===== config.mk =====
export PLATFORM = sky130hd
export DESIGN_NAME = serial_pattern_tx
export DESIGN_NICKNAME = d
export VERILOG_FILES = /design/src/rtl/serial_pattern_pkg.sv /design/src/rtl/serial_pattern_tx_piso_shift.sv /design/src/rtl/serial_pattern_tx.sv
export SDC_FILE = /design/constraint.sdc
export NUM_CORES = 1
export LEC_CHECK = 0
export CAP_MARGIN = 20
export CORE_UTILIZATION = 25
export DETAILED_ROUTE_END_ITERATION = 7
export PLACE_DENSITY = 0.52
export SYNTH_ARGS = -nofsm -noshare
export SYNTH_HDL_FRONTEND = slang
export SYNTH_SLANG_ARGS = --single-unit

===== constraint.sdc =====
create_clock -name clk -period 2.6 [get_ports clk]
set_clock_uncertainty 0.15 [all_clocks]
set_input_delay 0.52 -clock clk [delete_from_list [all_inputs] [get_ports clk]]
set_output_delay 0.52 -clock clk [all_outputs]
set_load 0.005 [all_outputs]

===== src/rtl/serial_pattern_pkg.sv =====
// Shared types and line-level constants for the serial pattern transmitter.
// The state enum is the single source of truth for the frame sequencer encoding.
package serial_pattern_pkg;

  typedef enum logic [2:0] {
    ST_IDLE,
    ST_START,
    ST_DATA,
    ST_PARITY,
    ST_STOP
  } state_e;

  localparam logic START_BIT  = 1'b1;
  localparam logic STOP_BIT   = 1'b0;
  localparam logic IDLE_LEVEL = 1'b0;

endpackage


===== src/rtl/serial_pattern_tx_piso_shift.sv =====
// Parallel-in serial-out shift register with a bit counter.
// Load takes priority over shift and clears the counter.
module piso_shift #(
  parameter int WIDTH = 8,
  parameter int CW    = $clog2(WIDTH + 1)
) (
  input  logic             clk,
  input  logic             reset_n,
  input  logic             load,
  input  logic             shift_en,
  input  logic [WIDTH-1:0] din,
  output logic             sout,
  output logic [CW-1:0]    count
);

  logic [WIDTH-1:0] shift_q, shift_d;
  logic [CW-1:0]    count_q, count_d;

  // NOTE: every signal assigned in always_comb gets a default first so no path infers a latch.
  always_comb begin
    shift_d = shift_q;
    count_d = count_q;
    if (load) begin
      shift_d = din;
      count_d = '0;
    end else if (shift_en) begin
      shift_d = {1'b0, shift_q[WIDTH-1:1]};
      count_d = count_q + CW'(1);
    end
  end

  // NOTE: state uses non-blocking assignments so every flop samples pre-edge values.
  always_ff @(posedge clk or negedge reset_n) begin
    if (!reset_n) begin
      shift_q <= '0;
      count_q <= '0;
    end else begin
      shift_q <= shift_d;
      count_q <= count_d;
    end
  end

  assign sout  = shift_q[0];
  assign count = count_q;

endmodule


===== src/rtl/serial_pattern_tx.sv =====
// Framed serial transmitter: start bit, LSB-first payload, optional even parity, stop bit.
// Outputs depend only on registered state, so data/valid never reach y, busy or done combinationally.
module serial_pattern_tx
  import serial_pattern_pkg::*;
#(
  parameter int WIDTH  = 8,
  parameter int PARITY = 0
) (
  input  logic             clk,
  input  logic             reset_n,
  input  logic [WIDTH-1:0] data,
  input  logic             valid,
  output logic             ready,
  output logic             y,
  output logic             busy,
  output logic             done
);

  localparam int            CW       = $clog2(WIDTH + 1);
  localparam logic [CW-1:0] LAST_BIT = CW'(WIDTH - 1);

  state_e        state_q, state_d;
  logic          par_q, par_d;
  logic          load;
  logic          shift_en;
  logic          sout;
  logic [CW-1:0] count;

  assign load = valid && ready;

  piso_shift #(
    .WIDTH (WIDTH),
    .CW    (CW)
  ) u_piso (
    .clk      (clk),
    .reset_n  (reset_n),
    .load     (load),
    .shift_en (shift_en),
    .din      (data),
    .sout     (sout),
    .count    (count)
  );

  always_ff @(posedge clk or negedge reset_n) begin
    if (!reset_n) begin
      state_q <= ST_IDLE;
      par_q   <= 1'b0;
    end else begin
      state_q <= state_d;
      par_q   <= par_d;
    end
  end

  // Parity is latched with the payload so later data changes cannot disturb it.
  always_comb begin
    state_d = state_q;
    par_d   = load ? ^data : par_q;
    case (state_q)
      ST_IDLE:   if (load) state_d = ST_START;
      ST_START:  state_d = ST_DATA;
      ST_DATA:   if (count == LAST_BIT) state_d = (PARITY == 1) ? ST_PARITY : ST_STOP;
      ST_PARITY: state_d = ST_STOP;
      ST_STOP:   state_d = load ? ST_START : ST_IDLE;
      default:   state_d = ST_IDLE;
    endcase
  end

  always_comb begin
    ready    = 1'b0;
    y        = IDLE_LEVEL;
    busy     = 1'b1;
    done     = 1'b0;
    shift_en = 1'b0;
    case (state_q)
      ST_IDLE: begin
        ready = 1'b1;
        busy  = 1'b0;
      end
      ST_START:  y = START_BIT;
      ST_DATA: begin
        y        = sout;
        shift_en = 1'b1;
      end
      ST_PARITY: y = par_q;
      ST_STOP: begin
        y     = STOP_BIT;
        ready = 1'b1;
        done  = 1'b1;
      end
      default: begin
        ready = 1'b1;
        busy  = 1'b0;
      end
    endcase
  end

endmodule


==> results.cfg, run 1 <==
[logic_synthesis]
yosysMostFrequentCell = nor2_1
syn_area_per_cell_sq_um = 9.851
syn_nets = 99
synth.cell_area_sq_um = 857.1
ys_top_cells_by_area = dfrtp_1 47%, xnor2_1 10%, nor2_1 7.4%
synth-xor-area-share_pct = 11.24
synth_compound_area_share_pct = 12.85
synth_mux_area_share_pct = 1.168
ys_seq_elements = 16
synth_flop_cell = dfrtp_1
async_reset_ff_share_pct = 100.0
synthAdderAreaFrac_pct = 1.460
synth-edff-count = 0
synth_top_cell_by_area = dfrtp_1
synth-simple-area-share_pct = 20.58
synth_top_family_by_area = simple AND/OR/NAND/NOR gates
ys_types = 27
syn_inst = 87
yosys_warnings = 0
seq_area_frac_synth_pct = 46.72
synth_common_cells = 17 x nor2_1, 16 x dfrtp_1, 10 x xnor2_1
synth_top_area_share_pct = 46.72

[clock_tree]
cts_resized = 0
numClockSinks = 16
cts_tree = done
htreeDepth = 1
clkSlewWorstSetupHoldPaths_ns = 0.11
cts_buffers = 3
post_cts_buffers = 0
root_buffer = clkbuf_4
holdBufCountCts = 0
cts_buffer_depth = 2
clock_latency_ns = 0.30

[route]
ant_nets = 0
routed_wirelength_microns = 1629
drc = 0
route.vias.total = 628
drt_iter0_markers = 36
routed_via_density = 4.361
post_drt_wl_per_cell_microns = 11.31
firstDrtPassIters = 4

[grt]
grt_pass1_vias = 588
gr-usage-all-layers_pct = 10.44
gr-total-overflow = 0
antenna_found_initial = 0
grt_max_degree = 17
grt_pass1_wl_microns = 2718

[worst_setup_path]
required_ns = 1.93
worstReg2RegEnd = u_piso.shift_q[3]
crit_chain = nand3b_1 > a21oi_1 > clkdlybuf4s50_1
worst_setup_path_end_kind = primary output
path_delay_family = flip-flops
worstPathMaxFanout = 10
r2r_slack_ns = 1.04
slowest_delay_ns = 0.53
arrival_ns = 1.72
r2r-start = state_q[1]
critical_path_class = reg2out
worstRegToRegCells = 4
crit_slowest_cell = dfrtp_1
crit_buf_inv = 1
cp-start-kind = flip-flop

[floorplan]
num_io_pins = 15
die_area_sq_um = 3666
start_util_pct = 27.18
die_w_microns = 60.55
row_count = 20
core_sq_um = 3153
fp.dieH_microns = 60.55

[sta]
tns_ns = 0
final_max_slew_viol_count = 0
tightestPinTransition_ns = 0.7197
final-setup-viol-count = 0
layout_min_cycle_time_ns = 2.386
finalCritPeriodShare_pct = 91.77
slew_headroom_pct = 51.87
fmaxAchievable_mhz = 419.1
hold_viol = 0
grt_setup_unrepaired = no

[status]
status = complete, no violations

[power_and_ir_drop]
p_leak_nw = 0.4199
p_sw_w = 0.0004094
internal_power_w = 0.0006873
combPwrFrac_pct = 43.4
p_per_area_nw_per_um2 = 1046
p_clk_share_pct = 15.4
switching_share_pct = 37.33
power.total_w = 0.001097
seqPwrFrac_pct = 41.1
ir_drop_mv = 0.3003

[place]
dp_hpwl_microns = 1234
io_buffer_count = 14
gp_congestion = 0.7406

[cells_and_area]
antenna_cells = 0
layout-drive-gt1-share_pct = 10.00
final_nets = 113
area_delta_synth_final_pct = 22.34

[worst_hold_path]
hold_start = par_q
hold_class = reg2reg
hold_depth = 2
hold_end = par_q

[run]
cap_violations = 0
[kinds of logic (layout without fill, tap and decap cells)]
logic type | Yosys count | in the layout
flip-flops | 16 | 16
adder cells (fa/ha/maj) | 1 | 1
multiplexers | 1 | 1
AND/OR/NAND/NOR | 36 | 36
XOR/XNOR | 11 | 11
AO/OA/AOI/OAI | 14 | 14
buffers and inverters | 8 | 21
[power by group through the flow]
stage | combinational, W | sequential (W) | clock (W)
final | 0.000476 | 0.000451 | 0.000169
after detailed placement | 0.000482 | 0.000458 | 0
after floorplan | 0.000410 | 0.000396 | 0
after global placement | 0.000473 | 0.000455 | 0
after global routing | 0.000534 | 0.000467 | 0.000185
after CTS | 0.000485 | 0.000452 | 0.000174
[layout by cell type (no fill, tap or decap), drive strengths merged, types with 2 or more instances in the layout]
cell           count
nor3               2
xnor2             10
o22ai              6
a21oi              2
o21ai              2
dfrtp             16
clkdlybuf4s50     14
nor2              17
nand3              2
nand2              8
inv                3
and2               2
clkbuf             4
[registers in the layout, indices dropped and copies added (netlist names)]
signal,count
u_piso.count,4
par_q,1
u_piso.shift_q,8
state_q,3
[worst max-delay path by stage]
| stage | start | end | slack [ns] | cells past startpoint |
|---|---|---|---|---|
| floorplan | state_q[0] | y | 1.10 | 3 |
| global placement | state_q[0] | y | 0.58 | 3 |
| detailed placement | state_q[0] | y | 0.54 | 3 |
| CTS | state_q[0] | y | 0.19 | 3 |
| global route | state_q[0] | y | 0.09 | 3 |
| finish | state_q[0] | y | 0.21 | 3 |
[per-stage QoR]
stage / area [sq um] / hold slack (ns) / setup WS, ns / cells / utilization [%]
6_report: 1049 / 0.3537 / 0.2139 / 144 / 33.25
3_5_place_dp: 1012 / 0.3468 / 0.5371 / 140 / 32.10
2_1_floorplan: 857.1 / 0.07441 / 1.096 / 87 / -
4_1_cts: 1049 / 0.3680 / 0.1930 / 144 / 33.25
5_1_grt: 1049 / 0.4039 / 0.09370 / 144 / 33.25
3_3_place_gp: 1012 / 0.3361 / 0.5786 / 140 / 32.10
[layer usage]
layer | up-vias | global-route usage, % | share of wire (%)
met3 | 4 | 3.838 | 4.7
met2 | 20 | 16.01 | 45
met5 | - | 0 | 0
li1 | 314 | - | -
met1 | 290 | 13.08 | 49
met4 | 0 | 4.870 | 1.6
[worst register-to-register path: cells and delay by family (launching register included)]
family / cells / cell delay (ns)
AO/OA/AOI/OAI: 2 / 0.43
AND/OR/NAND/NOR: 2 / 0.36
flip-flops: 1 / 0.54
[area by class of cell]
class	instances	area, sq um
inverter	3	11.26
timing repair buffer	14	140.1
clock buffer	4	36.28
sequential	16	400.4
multi-input combinational	63	405.4
fill	349	2105
tap	44	55.05
Power figures use the tool's default switching activity.
==> inputs of run 2 (changes only) <==
==> constraint.sdc (replaced) <==
create_clock -name clk -period 2.6 [get_ports clk]
set_clock_uncertainty 0.15 [all_clocks]
set_input_delay 0.78 -clock clk [delete_from_list [all_inputs] [get_ports clk]]
set_output_delay 0.78 -clock clk [all_outputs]
set_load 0.005 [all_outputs]
==> run 2 against run 1 <==
Combinational power increased by 8.4%. Fmax fell by 5.3%. Critical path depth unchanged. Setup slack worse by 0.13 ns. Largest cell class unchanged. Largest power group unchanged.
==> results.cfg, run 2 (synthesis results as in run 1) <==
[place]
post-place-ws_ns = 0.3030
io_buffer_count = 14
gp_congestion = 0.7422
dp_hpwl_microns = 1219
place_inst = 141
placed_area_sq_um = 1020

[cells_and_area]
ff_latch_area_sq_um = 404.1
area_delta_synth_final_pct = 27.74
final_common_cell = nor2_1
final_nets = 118
final_cell_mix = 16 x nor2_1, 13 x clkdlybuf4s50_1, 13 x dfrtp_1
antenna_cells = 0
top_register = u_piso.shift_q
largest_reg_flops = 8
finalNonFillerCells = 149
fillCellCount = 341
design_area_sq_um = 1095
multi_input_area_sq_um = 407.9
layout-drive-gt1-share_pct = 18.10

[power_and_ir_drop]
ir_drop_mv = 0.2736
p_per_area_nw_per_um2 = 1042
p_leak_nw = 0.4549
power.total_w = 0.001141

[grt]
antenna_found_initial = 0
grt_pass1_wl_microns = 2794
grt_max_degree = 17
gr-usage-all-layers_pct = 10.76
grt_pass1_vias = 617
gr-total-overflow = 0

[worst_setup_path]
worst_setup_path_end_kind = primary output
crit_slowest_cell = clkdlybuf4s50_1
cp-start-kind = flip-flop
required_ns = 1.67
crit_chain = nor2_2 > xnor2_1 > clkdlybuf4s50_1
arrival_ns = 1.59
worstPathMaxFanout = 8
critical_path_class = reg2out
worstRegToRegCells = 6
slowest_delay_ns = 0.52

[sta]
tightestPinTransition_ns = 0.3551
finalCritPeriodShare_pct = 96.87
slew_headroom_pct = 76.32
final-setup-viol-count = 0
timing.hold.ws_ns = 0.3580
setup_ws_ns = 0.08127
final_max_slew_viol_count = 0
hold_viol = 0
fmaxAchievable_mhz = 397.0
layout_min_cycle_time_ns = 2.519

[clock_tree]
htreeDepth = 1
root_buffer = clkbuf_4
cts_buffer_depth = 2
cts_buffers = 3
clkSlewWorstSetupHoldPaths_ns = 0.10
cts_tree = done
clock_latency_ns = 0.29
numClockSinks = 16
holdBufCountCts = 0

[route]
ant_nets = 0
post_drt_wl_per_cell_microns = 11.94
route.vias.total = 642
drt_iter0_markers = 28
drc = 0
routed_wirelength_microns = 1779
firstDrtPassIters = 2
routed_via_density = 4.309

[floorplan]
core_sq_um = 3153
row_count = 20
start_util_pct = 27.18
die_area_sq_um = 3666
die_w_microns = 60.55
num_io_pins = 15
fp.dieH_microns = 60.55

[worst_hold_path]
hold_depth = 2
hold_class = reg2reg

[status]
status = complete, no violations

[run]
cap_violations = 0
==> run 2: cell types whose count changed in the layout (fill, tap and decap cells not counted) <==
cell / previous run / this run
buf_4: 0 / 5
dfrtp_1: 16 / 13
dfrtp_2: 0 / 3
clkdlybuf4s50_1: 14 / 13
dlymetal6s2s_1: 0 / 1
nor2_1: 17 / 16
nor2_2: 0 / 1
==> run 2: where the power goes <==
group / switching, W / total, W / internal, W
Sequential: 0.000102 / 0.000456 / 0.000354
Clock: 0.0000831 / 0.000168 / 0.0000852
Combinational: 0.000238 / 0.000516 / 0.000278
==> run 2: per-stage QoR <==
| step | util, % | setup TNS (ns) |
|---|---|---|
| global route | 34.72 | -0.001539 |
| finish | 34.72 | 0 |
| floorplan | - | 0 |
| global placement | 32.34 | 0 |
| CTS | 33.57 | 0 |
| detailed placement | 32.34 | 0 |
==> run 2: what timing repair did <==
item                       4_1_cts  5_1_grt
setup buffers                    0        4
setup endpoints to repair        2        3
gates resized for setup          2        3
==> run 2: final cells by class <==
cell class | count | area share [%]
Timing Repair Buffer | 19 | 16.46
Clock buffer | 4 | 3.314
Inverter | 3 | 1.029
Tap cell | 44 | 5.029
Multi-Input combinational cell | 63 | 37.26
Sequential cell | 16 | 36.91
==> run 2: final timing paths <==
check / start / endpoint / slack [ns]
min in group asynchronous: reset_n / state_q[2] / 0.66
max in group asynchronous: reset_n / state_q[1] / 1.44
hold reg to reg: u_piso.shift_q[1] / u_piso.shift_q[0] / 0.36
setup reg to reg: state_q[0] / u_piso.count[3] / 0.89
setup / recovery: state_q[1] / busy / 0.08
hold / removal: u_piso.shift_q[1] / u_piso.shift_q[0] / 0.36
==> run 2: layer usage <==
metal | part of all wire [%] | global-route usage, % | wire length (microns) | vias to the layer above
li1 | - | - | - | 325
met1 | 47 | 13.25 | 835 | 302
met2 | 48 | 17.43 | 855 | 13
met3 | 3.5 | 3.838 | 63 | 2
met4 | 1.4 | 3.896 | 25 | 0
met5 | 0 | 0 | 0 | -
==> run 2: critical path, delay by kind of cell, from the launching register on <==
| family | cells | cell delay [ns] |
|---|---|---|
| xor+xnor | 1 | 0.13 |
| buf+inv | 1 | 0.52 |
| flops | 1 | 0.49 |
| simple gates | 1 | 0.15 |
==> inputs of run 3 (changes only) <==
--- a/config.mk
+++ b/config.mk
@@ -9,6 +9,7 @@
 export CORE_UTILIZATION = 25
 export DETAILED_ROUTE_END_ITERATION = 7
 export PLACE_DENSITY = 0.52
+export RECOVER_POWER = 50
 export SYNTH_ARGS = -nofsm -noshare
 export SYNTH_HDL_FRONTEND = slang
 export SYNTH_SLANG_ARGS = --single-unit
==> constraint.sdc (replaced) <==
create_clock -name clk -period 2.6 [get_ports clk]
set_clock_uncertainty 0.15 [all_clocks]
set_input_delay 0.78 -clock clk [delete_from_list [all_inputs] [get_ports clk]]
set_output_delay 0.78 -clock clk [all_outputs]
set_load 0.1 [all_outputs]
==> run 3 against run 2 <==
Cell count shrank 2.7%. Non-clock buffer count down 4. Largest power group unchanged. Critical path type unchanged. Register-to-register slack improved by 0.07 ns. Sequential power is essentially flat. Combinational power increased by 65%. Highest routed layer unchanged. Clock-buffer cell count did not move.
==> results.cfg, run 3 (synthesis results as in run 1) <==
[worst_setup_path]
required_ns = 1.67
crit_slowest_cell = dfrtp_1
slowest_delay_ns = 0.63
critical_path_class = reg2out
cp-start-kind = flip-flop
arrival_ns = 1.53
r2r_slack_ns = 0.96
worst_setup_path_end_kind = primary output
crit_chain = o21ai_0 > a21oi_2 > buf_12
worstPathMaxFanout = 10

[route]
wl_met2_microns = 864
routed_wirelength_microns = 1728
wl_met3_microns = 53
highest_layer = met4
drt_iter0_markers = 16
wl_met1_microns = 786
ant_nets = 0
firstDrtPassIters = 4
route.vias.total = 626
post_drt_wl_per_cell_microns = 11.92
routed_via_density = 4.317
drc = 0

[grt]
gr-usage-all-layers_pct = 11.17
gr-total-overflow = 0
grt_max_degree = 17
antenna_found_initial = 0
grt_pass1_vias = 651
grt_pass1_wl_microns = 2960

[clock_tree]
cts_buffers = 3
post_cts_buffers = 0
htreeDepth = 1
cts_resized = 0
numClockSinks = 16
clock_latency_ns = 0.29
cts_tree = done
cts_buffer_depth = 2
clkSlewWorstSetupHoldPaths_ns = 0.10
holdBufCountCts = 0
root_buffer = clkbuf_4

[place]
post-place-ws_ns = 0.4525
placed_area_sq_um = 1076
dp_hpwl_microns = 1312
io_buffer_count = 14
gp_congestion = 0.7019
place_inst = 141

[cells_and_area]
antenna_cells = 0
final_common_cell = nor2_1
finalNonFillerCells = 145
final_cell_mix = 17 x nor2_1, 16 x dfrtp_1, 9 x xnor2_1, 9 x clkdlybuf4s50_1, 8 x nand2_1
top_register = u_piso.shift_q
final_nets = 114
design_area_sq_um = 1109
largest_reg_flops = 8
area_delta_synth_final_pct = 29.34
layout-drive-gt1-share_pct = 16.83
final_core_util_pct = 35.16

[run]
cap_violations = 0

[sta]
final-setup-viol-count = 0
hold_viol = 0
setup_ws_ns = 0.1438
grt_setup_unrepaired = no
layout_min_cycle_time_ns = 2.456
finalCritPeriodShare_pct = 94.47
tightestPinTransition_ns = 0.8731
fmaxAchievable_mhz = 407.1
final_max_slew_viol_count = 0
slew_headroom_pct = 41.79

[power_and_ir_drop]
p_sw_w = 0.0007007
internal_power_w = 0.0007730
ir_drop_mv = 0.3697
seqPwrFrac_pct = 30.9
p_clk_share_pct = 11.5
p_per_area_nw_per_um2 = 1329
switching_share_pct = 47.55
power.total_w = 0.001474
combPwrFrac_pct = 57.6
p_leak_nw = 0.4494

[floorplan]
start_util_pct = 27.18
die_area_sq_um = 3666
die_w_microns = 60.55
row_count = 20
fp.dieH_microns = 60.55
core_sq_um = 3153
num_io_pins = 15

[worst_hold_path]
hold_class = reg2reg

[status]
status = complete, no violations
[run 3: cell count changes in the layout (fill, tap and decap cells not counted), moves of 3 or more]
cell             change
buf_4                -5
buf_12               +4
clkdlybuf4s50_1      -4
dfrtp_1              +3
dfrtp_2              -3
[run 3: final timing paths]
| kind | to | from | depth (start not counted) |
|---|---|---|---|
| setup / recovery | y | state_q[0] | 3 |
| hold / removal | par_q | par_q | 2 |
| setup reg to reg | u_piso.shift_q[4] | state_q[2] | 4 |
| hold reg to reg | par_q | par_q | 2 |
| max in group asynchronous | u_piso.shift_q[3] | reset_n | 2 |
| min in group asynchronous | state_q[0] | reset_n | 2 |
[run 3: metrics by stage]
stage / TNS, ns / hold slack, ns
after floorplan: -0.06341 / 0.2946
after global placement: 0 / 0.3264
after detailed placement: 0 / 0.3297
after CTS: 0 / 0.3524
after global routing: 0 / 0.4014
final: 0 / 0.3399
[run 3: power groups by stage]
stage / Sequential, W / Clock, W / Combinational (W)
floorplan: 0.000396 / 0 / 0.000689
global placement: 0.000456 / 0 / 0.000842
detailed placement: 0.000461 / 0 / 0.000857
CTS: 0.000456 / 0.000176 / 0.000859
global route: 0.000471 / 0.000185 / 0.000914
finish: 0.000455 / 0.000170 / 0.000849
[run 3: area by class of cell]
class | instances | area [sq um]
clock buffer | 4 | 36.28
fill | 340 | 2044
inverter | 3 | 11.26
multi-input combinational | 63 | 421.7
sequential | 16 | 400.4
tap | 44 | 55.05
timing repair buffer | 15 | 183.9
[run 3: worst max-delay path, delay by kind of cell (launching register included)]
family          cells  cell delay (ns)
compound gates      2             0.40
buf+inv             1             0.19
flops               1             0.63
[run 3: routing by layer]
metal | vias up | GRT usage, %
li1 | 315 | -
met1 | 299 | 13.00
met2 | 10 | 19.15
met3 | 2 | 3.198
met4 | 0 | 4.870
met5 | - | 0
